File: src/rtl/bird_pkg.sv
// Shared types, widths and geometry helpers for the multi-bird physics engine.
package bird_pkg;

    typedef enum logic [1:0] {
        ST_IDLE,
        ST_PLAYING,
        ST_FALLING,
        ST_DEAD
    } bird_state_t;

    localparam int Y_W       = 10;
    localparam int POS_INT_W = 10;
    localparam int VEL_INT_W = 8;
    localparam int SUM_INT_W = 12;

    function automatic int pos_w(input int frac);
        return POS_INT_W + frac;
    endfunction

    function automatic int vel_w(input int frac);
        return VEL_INT_W + frac;
    endfunction

    function automatic int sum_w(input int frac);
        return SUM_INT_W + frac;
    endfunction

    function automatic int floor_px(input int y_min, input int active_height,
                                    input int ground_h, input int sprite_h);
        return y_min + active_height - ground_h - sprite_h;
    endfunction

endpackage

File: src/rtl/bird_channel.sv
// One bird: flap edge latch, life-cycle FSM and fixed-point position/velocity update.
module bird_channel
    import bird_pkg::*;
#(
    parameter int FRAC       = 4,
    parameter int GRAVITY    = 16,
    parameter int FLAP_POWER = -112,
    parameter int MAX_FALL   = 64,
    parameter int CEIL_KILLS = 0,
    parameter int CEIL_PX    = 0,
    parameter int FLOOR_PX   = 456,
    parameter int START_PX   = 200
) (
    input  logic             i_clk,
    input  logic             i_reset,
    input  logic             i_tick,
    input  logic             i_flap_btn,
    input  logic             i_collision,
    output logic [Y_W-1:0]   o_y,
    output bird_state_t      o_state
);

    localparam int POS_W = pos_w(FRAC);
    localparam int VEL_W = vel_w(FRAC);
    localparam int SUM_W = sum_w(FRAC);

    localparam logic signed [SUM_W-1:0] FLOOR_Q = SUM_W'(FLOOR_PX << FRAC);
    localparam logic signed [SUM_W-1:0] CEIL_Q  = SUM_W'(CEIL_PX << FRAC);
    localparam logic signed [SUM_W-1:0] GRAV_V  = SUM_W'(GRAVITY);
    localparam logic signed [SUM_W-1:0] MAX_V   = SUM_W'(MAX_FALL);
    localparam logic signed [SUM_W-1:0] FLAP_V  = SUM_W'(FLAP_POWER);
    localparam logic [POS_W-1:0]        START_Q = POS_W'(START_PX << FRAC);

    bird_state_t               r_state;
    logic [POS_W-1:0]          r_pos;
    logic signed [VEL_W-1:0]   r_vel;
    logic                      r_flap_q;
    logic                      r_pending;

    bird_state_t               w_nxt_state;
    logic [POS_W-1:0]          w_nxt_pos;
    logic signed [VEL_W-1:0]   w_nxt_vel;

    logic                      w_rise;
    logic                      w_flap;
    logic signed [SUM_W-1:0]   w_pos_ext;
    logic signed [SUM_W-1:0]   w_vel_ext;
    logic signed [SUM_W-1:0]   w_grav_vel;
    logic signed [SUM_W-1:0]   w_fall_vel;
    logic signed [SUM_W-1:0]   w_play_vel;
    logic signed [SUM_W-1:0]   w_play_pos;
    logic signed [SUM_W-1:0]   w_fall_pos;
    logic signed [SUM_W-1:0]   w_idle_pos;

    assign w_rise = i_flap_btn & ~r_flap_q;
    assign w_flap = r_pending | w_rise;

    // Widened signed sums so a climb past row 0 or a drop past 1023 never wraps.
    assign w_pos_ext  = $signed({{(SUM_W-POS_W){1'b0}}, r_pos});
    assign w_vel_ext  = $signed({{(SUM_W-VEL_W){r_vel[VEL_W-1]}}, r_vel});
    assign w_grav_vel = w_vel_ext + GRAV_V;
    assign w_fall_vel = (w_grav_vel > MAX_V) ? MAX_V : w_grav_vel;
    assign w_play_vel = w_flap ? FLAP_V : w_fall_vel;
    assign w_play_pos = w_pos_ext + w_play_vel;
    assign w_fall_pos = w_pos_ext + w_fall_vel;
    assign w_idle_pos = w_pos_ext + FLAP_V;

    // NOTE: every always_comb output gets a default first so no path leaves a latch.
    always_comb begin
        w_nxt_state = r_state;
        w_nxt_pos   = r_pos;
        w_nxt_vel   = r_vel;
        unique case (r_state)
            ST_IDLE: begin
                if (w_flap) begin
                    w_nxt_vel   = VEL_W'(FLAP_V);
                    w_nxt_pos   = POS_W'(w_idle_pos);
                    w_nxt_state = ST_PLAYING;
                end
            end
            ST_PLAYING: begin
                if (i_collision) begin
                    w_nxt_vel   = '0;
                    w_nxt_state = ST_FALLING;
                end else if (w_play_pos >= FLOOR_Q) begin
                    w_nxt_pos   = POS_W'(FLOOR_Q);
                    w_nxt_vel   = '0;
                    w_nxt_state = ST_DEAD;
                end else if (w_play_pos <= CEIL_Q) begin
                    w_nxt_pos   = POS_W'(CEIL_Q);
                    w_nxt_vel   = '0;
                    w_nxt_state = (CEIL_KILLS != 0) ? ST_DEAD : ST_PLAYING;
                end else begin
                    w_nxt_pos   = POS_W'(w_play_pos);
                    w_nxt_vel   = VEL_W'(w_play_vel);
                end
            end
            ST_FALLING: begin
                if (w_fall_pos >= FLOOR_Q) begin
                    w_nxt_pos   = POS_W'(FLOOR_Q);
                    w_nxt_state = ST_DEAD;
                end else begin
                    w_nxt_pos   = POS_W'(w_fall_pos);
                    w_nxt_vel   = VEL_W'(w_fall_vel);
                end
            end
            default: ;
        endcase
    end

    // NOTE: state registers use non-blocking assignments so all birds see pre-edge values.
    always_ff @(posedge i_clk) begin
        if (i_reset) begin
            r_state   <= ST_IDLE;
            r_pos     <= START_Q;
            r_vel     <= '0;
            r_flap_q  <= 1'b0;
            r_pending <= 1'b0;
        end else begin
            r_flap_q <= i_flap_btn;
            if (i_tick) begin
                r_pending <= 1'b0;
                r_state   <= w_nxt_state;
                r_pos     <= w_nxt_pos;
                r_vel     <= w_nxt_vel;
            end else if (w_rise) begin
                r_pending <= 1'b1;
            end
        end
    end

    assign o_y     = r_pos[POS_W-1:FRAC];
    assign o_state = r_state;

endmodule

File: src/rtl/bird_physics_multi.sv
// N-bird vertical physics engine: shared tick divider, per-bird channels, packed outputs.
module bird_physics_multi
    import bird_pkg::*;
#(
    parameter int NUM_BIRDS     = 2,
    parameter int Y_MIN         = 0,
    parameter int ACTIVE_HEIGHT = 480,
    parameter int SPRITE_H      = 24,
    parameter int GROUND_H      = 0,
    parameter int START_Y       = 200,
    parameter int FRAC          = 4,
    parameter int GRAVITY       = 16,
    parameter int FLAP_POWER    = -112,
    parameter int MAX_FALL      = 64,
    parameter int CEIL_KILLS    = 0,
    parameter int TICK_DIV      = 1048576
) (
    input  logic                       i_clk,
    input  logic                       i_reset,
    input  logic [NUM_BIRDS-1:0]       i_flap_btn,
    input  logic [NUM_BIRDS-1:0]       i_collision,
    output logic [Y_W*NUM_BIRDS-1:0]   o_bird_y,
    output logic [NUM_BIRDS-1:0]       o_alive,
    output logic [NUM_BIRDS-1:0]       o_game_over,
    output logic                       o_all_dead,
    output logic                       o_tick
);

    localparam int CNT_W    = $clog2(TICK_DIV);
    localparam int FLOOR_PX = floor_px(Y_MIN, ACTIVE_HEIGHT, GROUND_H, SPRITE_H);

    logic [CNT_W-1:0]      r_tick_cnt;
    logic                  r_all_dead;
    logic                  w_tick;
    logic [NUM_BIRDS-1:0]  w_dead;

    assign w_tick = (r_tick_cnt == CNT_W'(TICK_DIV - 1));

    always_ff @(posedge i_clk) begin
        if (i_reset) begin
            r_tick_cnt <= '0;
            r_all_dead <= 1'b0;
        end else begin
            r_tick_cnt <= w_tick ? '0 : r_tick_cnt + CNT_W'(1);
            r_all_dead <= &w_dead;
        end
    end

    for (genvar g = 0; g < NUM_BIRDS; g++) begin : g_bird
        bird_state_t    w_state;
        logic [Y_W-1:0] w_y;

        bird_channel #(
            .FRAC       (FRAC),
            .GRAVITY    (GRAVITY),
            .FLAP_POWER (FLAP_POWER),
            .MAX_FALL   (MAX_FALL),
            .CEIL_KILLS (CEIL_KILLS),
            .CEIL_PX    (Y_MIN),
            .FLOOR_PX   (FLOOR_PX),
            .START_PX   (Y_MIN + START_Y)
        ) u_channel (
            .i_clk       (i_clk),
            .i_reset     (i_reset),
            .i_tick      (w_tick),
            .i_flap_btn  (i_flap_btn[g]),
            .i_collision (i_collision[g]),
            .o_y         (w_y),
            .o_state     (w_state)
        );

        assign o_bird_y[Y_W*g +: Y_W] = w_y;
        assign o_alive[g]             = (w_state == ST_PLAYING);
        assign o_game_over[g]         = (w_state == ST_FALLING) || (w_state == ST_DEAD);
        assign w_dead[g]              = (w_state == ST_DEAD);
    end

    assign o_all_dead = r_all_dead;
    assign o_tick     = w_tick;

endmodule

File: config.mk
export PLATFORM = sky130hd
export DESIGN_NAME = bird_physics_multi
export DESIGN_NICKNAME = d
export VERILOG_FILES = /design/src/rtl/bird_pkg.sv /design/src/rtl/bird_channel.sv /design/src/rtl/bird_physics_multi.sv
export SDC_FILE = /design/constraint.sdc
export NUM_CORES = 1
export LEC_CHECK = 0
export ABC_AREA = 0
export BUFFER_PORTS_ARGS = -buffer_cell sky130_fd_sc_hd__buf_2
export CORE_MARGIN = 3
export CORE_UTILIZATION = 35
export DETAILED_ROUTE_END_ITERATION = 6
export SKIP_CTS_REPAIR_TIMING = 1
export SYNTH_ARGS = -nofsm -noshare
export SYNTH_HDL_FRONTEND = slang
export SYNTH_SLANG_ARGS = --single-unit
File: constraint.sdc
create_clock -name i_clk -period 6.6 [get_ports i_clk]
set_input_delay 0.66 -clock i_clk [delete_from_list [all_inputs] [get_ports i_clk]]
set_output_delay 0.66 -clock i_clk [all_outputs]
set_load 0.005 [all_outputs]
==> results.py <==
metrics = {
    "outcome": {
        "status": "complete, no violations",
    },
    "logic_synthesis": {
        "synthArstFlopShare": 0,
        "synth_top_family_by_area": "compound AO/OA/AOI/OAI gates",
        "ys_warn_count": 0,
        "syn_avg_cell_area_sq_um": 7.29,
        "netlist_area_sq_um": 8710,
        "synth_seq_cells": 81,
        "synth_mux_area_frac": 0.00718,
        "synth-simple-area-share": 0.273,
        "synth-xor-area-share": 0.0670,
        "synth_cell_types": 88,
        "synth-edff-count": 0,
        "synth_compound_area_frac": 0.280,
        "seq_area_frac_synth": 0.186,
        "syn_inst": 1195,
        "synth_fp_nets": 1278,
        "synth_fa_ha_area_frac": 0.118,
        "yosys_most_used_dff": "dfxtp_1",
    },
    "power": {
        "vdd_drop_max_mv": 0.0831,
        "cellPowerDensity_nw_per_um2": 131,
        "p_leak_nw": 3.88,
        "finalPower_mw": 1.23,
    },
    "layout": {
        "layout_common_cells": "nor2_1, nand2_1, dfxtp_1",
        "fin_nets": 1260,
        "area_growth_pct": 7.43,
        "final_layout_size_suffix_gt1_frac": 0.0761,
        "layoutNonFillerInstCount": 1506,
        "n_antenna_cell": 0,
        "mostFrequentLayoutCell": "nor2_1",
    },
    "timing": {
        "drv_slew": 0,
        "hold_viol": 0,
        "worst_pin_slew_ns": 1.02,
        "fin_crit_sh": 0.889,
        "max_freq_mhz": 170,
        "grt_setup_unrepaired": "no",
        "finClkSkew_ns": 0.0150,
        "maxSlewHeadroom": 0.322,
        "final.setup.worst_slack_ns": 0.731,
        "min_period_ns": 5.87,
        "finalSetupTns_ns": 0,
        "setup_violations": 0,
    },
    "hold_path": {
        "min-delay-path-class": "flop to flop",
    },
    "clocking": {
        "cts_sinks": 81,
        "numCtsBuffers": 9,
        "cts_tree": "built",
        "clk_pin_slew_worst_paths_ns": 0.07,
        "cts-root-buf": "clkbuf_16",
        "clock_latency_ns": 0.36,
        "clockBufferDepth": 2,
        "cts_max_level": 3,
    },
    "placement": {
        "hpwlAfterDp_um": 19600,
        "port-buffer-count": 31,
        "gp_congestion": 0.940,
        "dp.cells": 1490,
        "place_ws_ns": 0.520,
    },
    "setup_path": {
        "cp.arrival_ns": 6.16,
        "critPathMaxFanout": 16,
        "cp.required_ns": 6.89,
        "r2r_slack_ns": 0.73,
        "worstSetupPathType": "flop to flop",
        "start_kind": "flop",
        "endpoint_kind": "flop",
    },
    "detailed_routing": {
        "routed_via_density": 5.87,
        "wl_per_cell_um": 17.2,
        "drc": 0,
        "drt_iter0_drc": 837,
        "ant_nets": 0,
        "wl_um": 25800,
        "vias": 8839,
        "first_pass_iters": 5,
    },
    "grt": {
        "grt_max_degree": 51,
        "grt.total_usage": 0.191,
        "antenna_found_initial": 0,
        "grt_pass1_wl_um": 41900,
        "grt_pass1_vias": 8113,
        "overflow": 0,
    },
    "run": {
        "max-cap-violations": 0,
    },
    "floorplan": {
        "initial_core_util": 0.357,
        "rows": 57,
        "dieArea_sq_um": 26800,
        "core_area_sq_um": 24400,
        "die_h_um": 164,
        "die_w_um": 164,
        "ioPinCount": 32,
    },
}
metrics by stage:
step / hold slack, ns / area (sq um) / util
after global routing: 0.507 / 9360 / 0.384
after global placement: 0.445 / 9010 / 0.370
after floorplan: 0.426 / 8710 / -
final: 0.479 / 9360 / 0.384
after CTS: 0.487 / 9350 / 0.383
after detailed placement: 0.471 / 9010 / 0.370
final timing paths:
path	start	end	cells after the start
max	g_bird[1].u_channel.r_vel[4]	g_bird[1].u_channel.r_pos[8]	21
min	r_tick_cnt[0]	r_tick_cnt[0]	1
max reg2reg	g_bird[1].u_channel.r_vel[4]	g_bird[1].u_channel.r_pos[8]	21
min reg2reg	r_tick_cnt[0]	r_tick_cnt[0]	1
worst max-delay path, cell delays in order, from the launching register on:
cell and delay [ns]:
dfxtp_1 0.35, ha_1 0.27, xnor2_1 0.22, a21oi_1 0.06, or3b_1 0.42, o31ai_4 0.53, o21ai_0 0.42, nand2_1 0.16
ha_1 0.33, a21o_1 0.26, a21o_1 0.19, a21o_1 0.18, a21oi_1 0.14, o21bai_1 0.09, a31o_2 0.25, o21ai_1 0.15
a21oi_1 0.11, or3_1 0.48, nor4_4 0.31, buf_4 0.21, or4b_1 0.48, a31oi_1 0.17
cells in the mapped netlist, types with 5 or more instances:
cell       instances  area (sq um)
a211oi_1          23           173
nand3b_1           5          37.5
ha_1              73           913
nor3_1            27           135
or3_1             15          93.8
a221oi_1          10          87.6
nand4_1           13          81.3
a31o_2             6          52.6
o31a_1             5          43.8
o211ai_1           9          67.6
o21a_1            15           113
nor3b_1           19           143
a2111oi_0          6          52.6
o41ai_1            7          61.3
a22oi_1            5          37.5
nand3_1           47           235
and2_1            26           163
a21o_1            27           203
nand2b_1          13          81.3
a31oi_1           24           150
nor2_1           133           499
and3_1            25           156
o31ai_1            7          52.6
buf_4             20           150
o21ai_1            9          45.0
o21bai_1          11          82.6
xor2_1            19           166
or4_1              5          37.5
inv_1             67           251
dfxtp_1           81          1620
a311oi_1           6          52.6
and4_1             6          52.6
or2_2              9          56.3
o211a_1            5          50.1
nand2_1           87           327
nor4_1            14          87.6
clkbuf_1          46           173
nor2b_1            7          43.8
o21ai_0           60           300
xnor2_1           45           394
a21oi_1           79           395
layout make-up:
| class | count | area, sq um |
|---|---|---|
| clock buffers | 9 | 225 |
| clock inverters | 7 | 106 |
| fillers | 2580 | 15000 |
| inverters | 69 | 259 |
| multi-input cells | 974 | 6500 |
| flip-flops and latches | 81 | 1620 |
| well taps | 324 | 405 |
| repair buffers | 42 | 238 |
report_power, final:
part           total (mW)  switching (mW)  internal, mW  leakage, nW
Combinational       0.152          0.0977        0.0543         3.07
Clock               0.584           0.245         0.340        0.163
Sequential          0.494         0.00202         0.492        0.654
Total                1.23           0.344         0.885         3.88
state kept, by name (all words and copies together), names as in the netlist:
name	flops
g_bird.u_channel.r_pos	28
g_bird.u_channel.r_vel	24
g_bird.u_channel.o_state	4
g_bird.u_channel.r_flap_q	2
g_bird.u_channel.r_pending	2
o_all_dead	1
r_tick_cnt	20
kinds of logic after synthesis:
group                      after synthesis
and+or+nand+nor                        465
AOI/OAI and AO/OA                      358
buffers and inverters                  140
DFF                                     81
adders and majority gates               80
xor gates and xnor gates                65
muxes                                    6
layer usage:
layer,vias to the layer above,GRT usage,part of all wire
li1,4341,-,-
met1,4192,0.260,0.46
met2,256,0.312,0.46
met3,50,0.0293,0.052
met4,0,0.0569,0.023
met5,-,0,0
No activity file was read; power rests on OpenSTA's default activity.
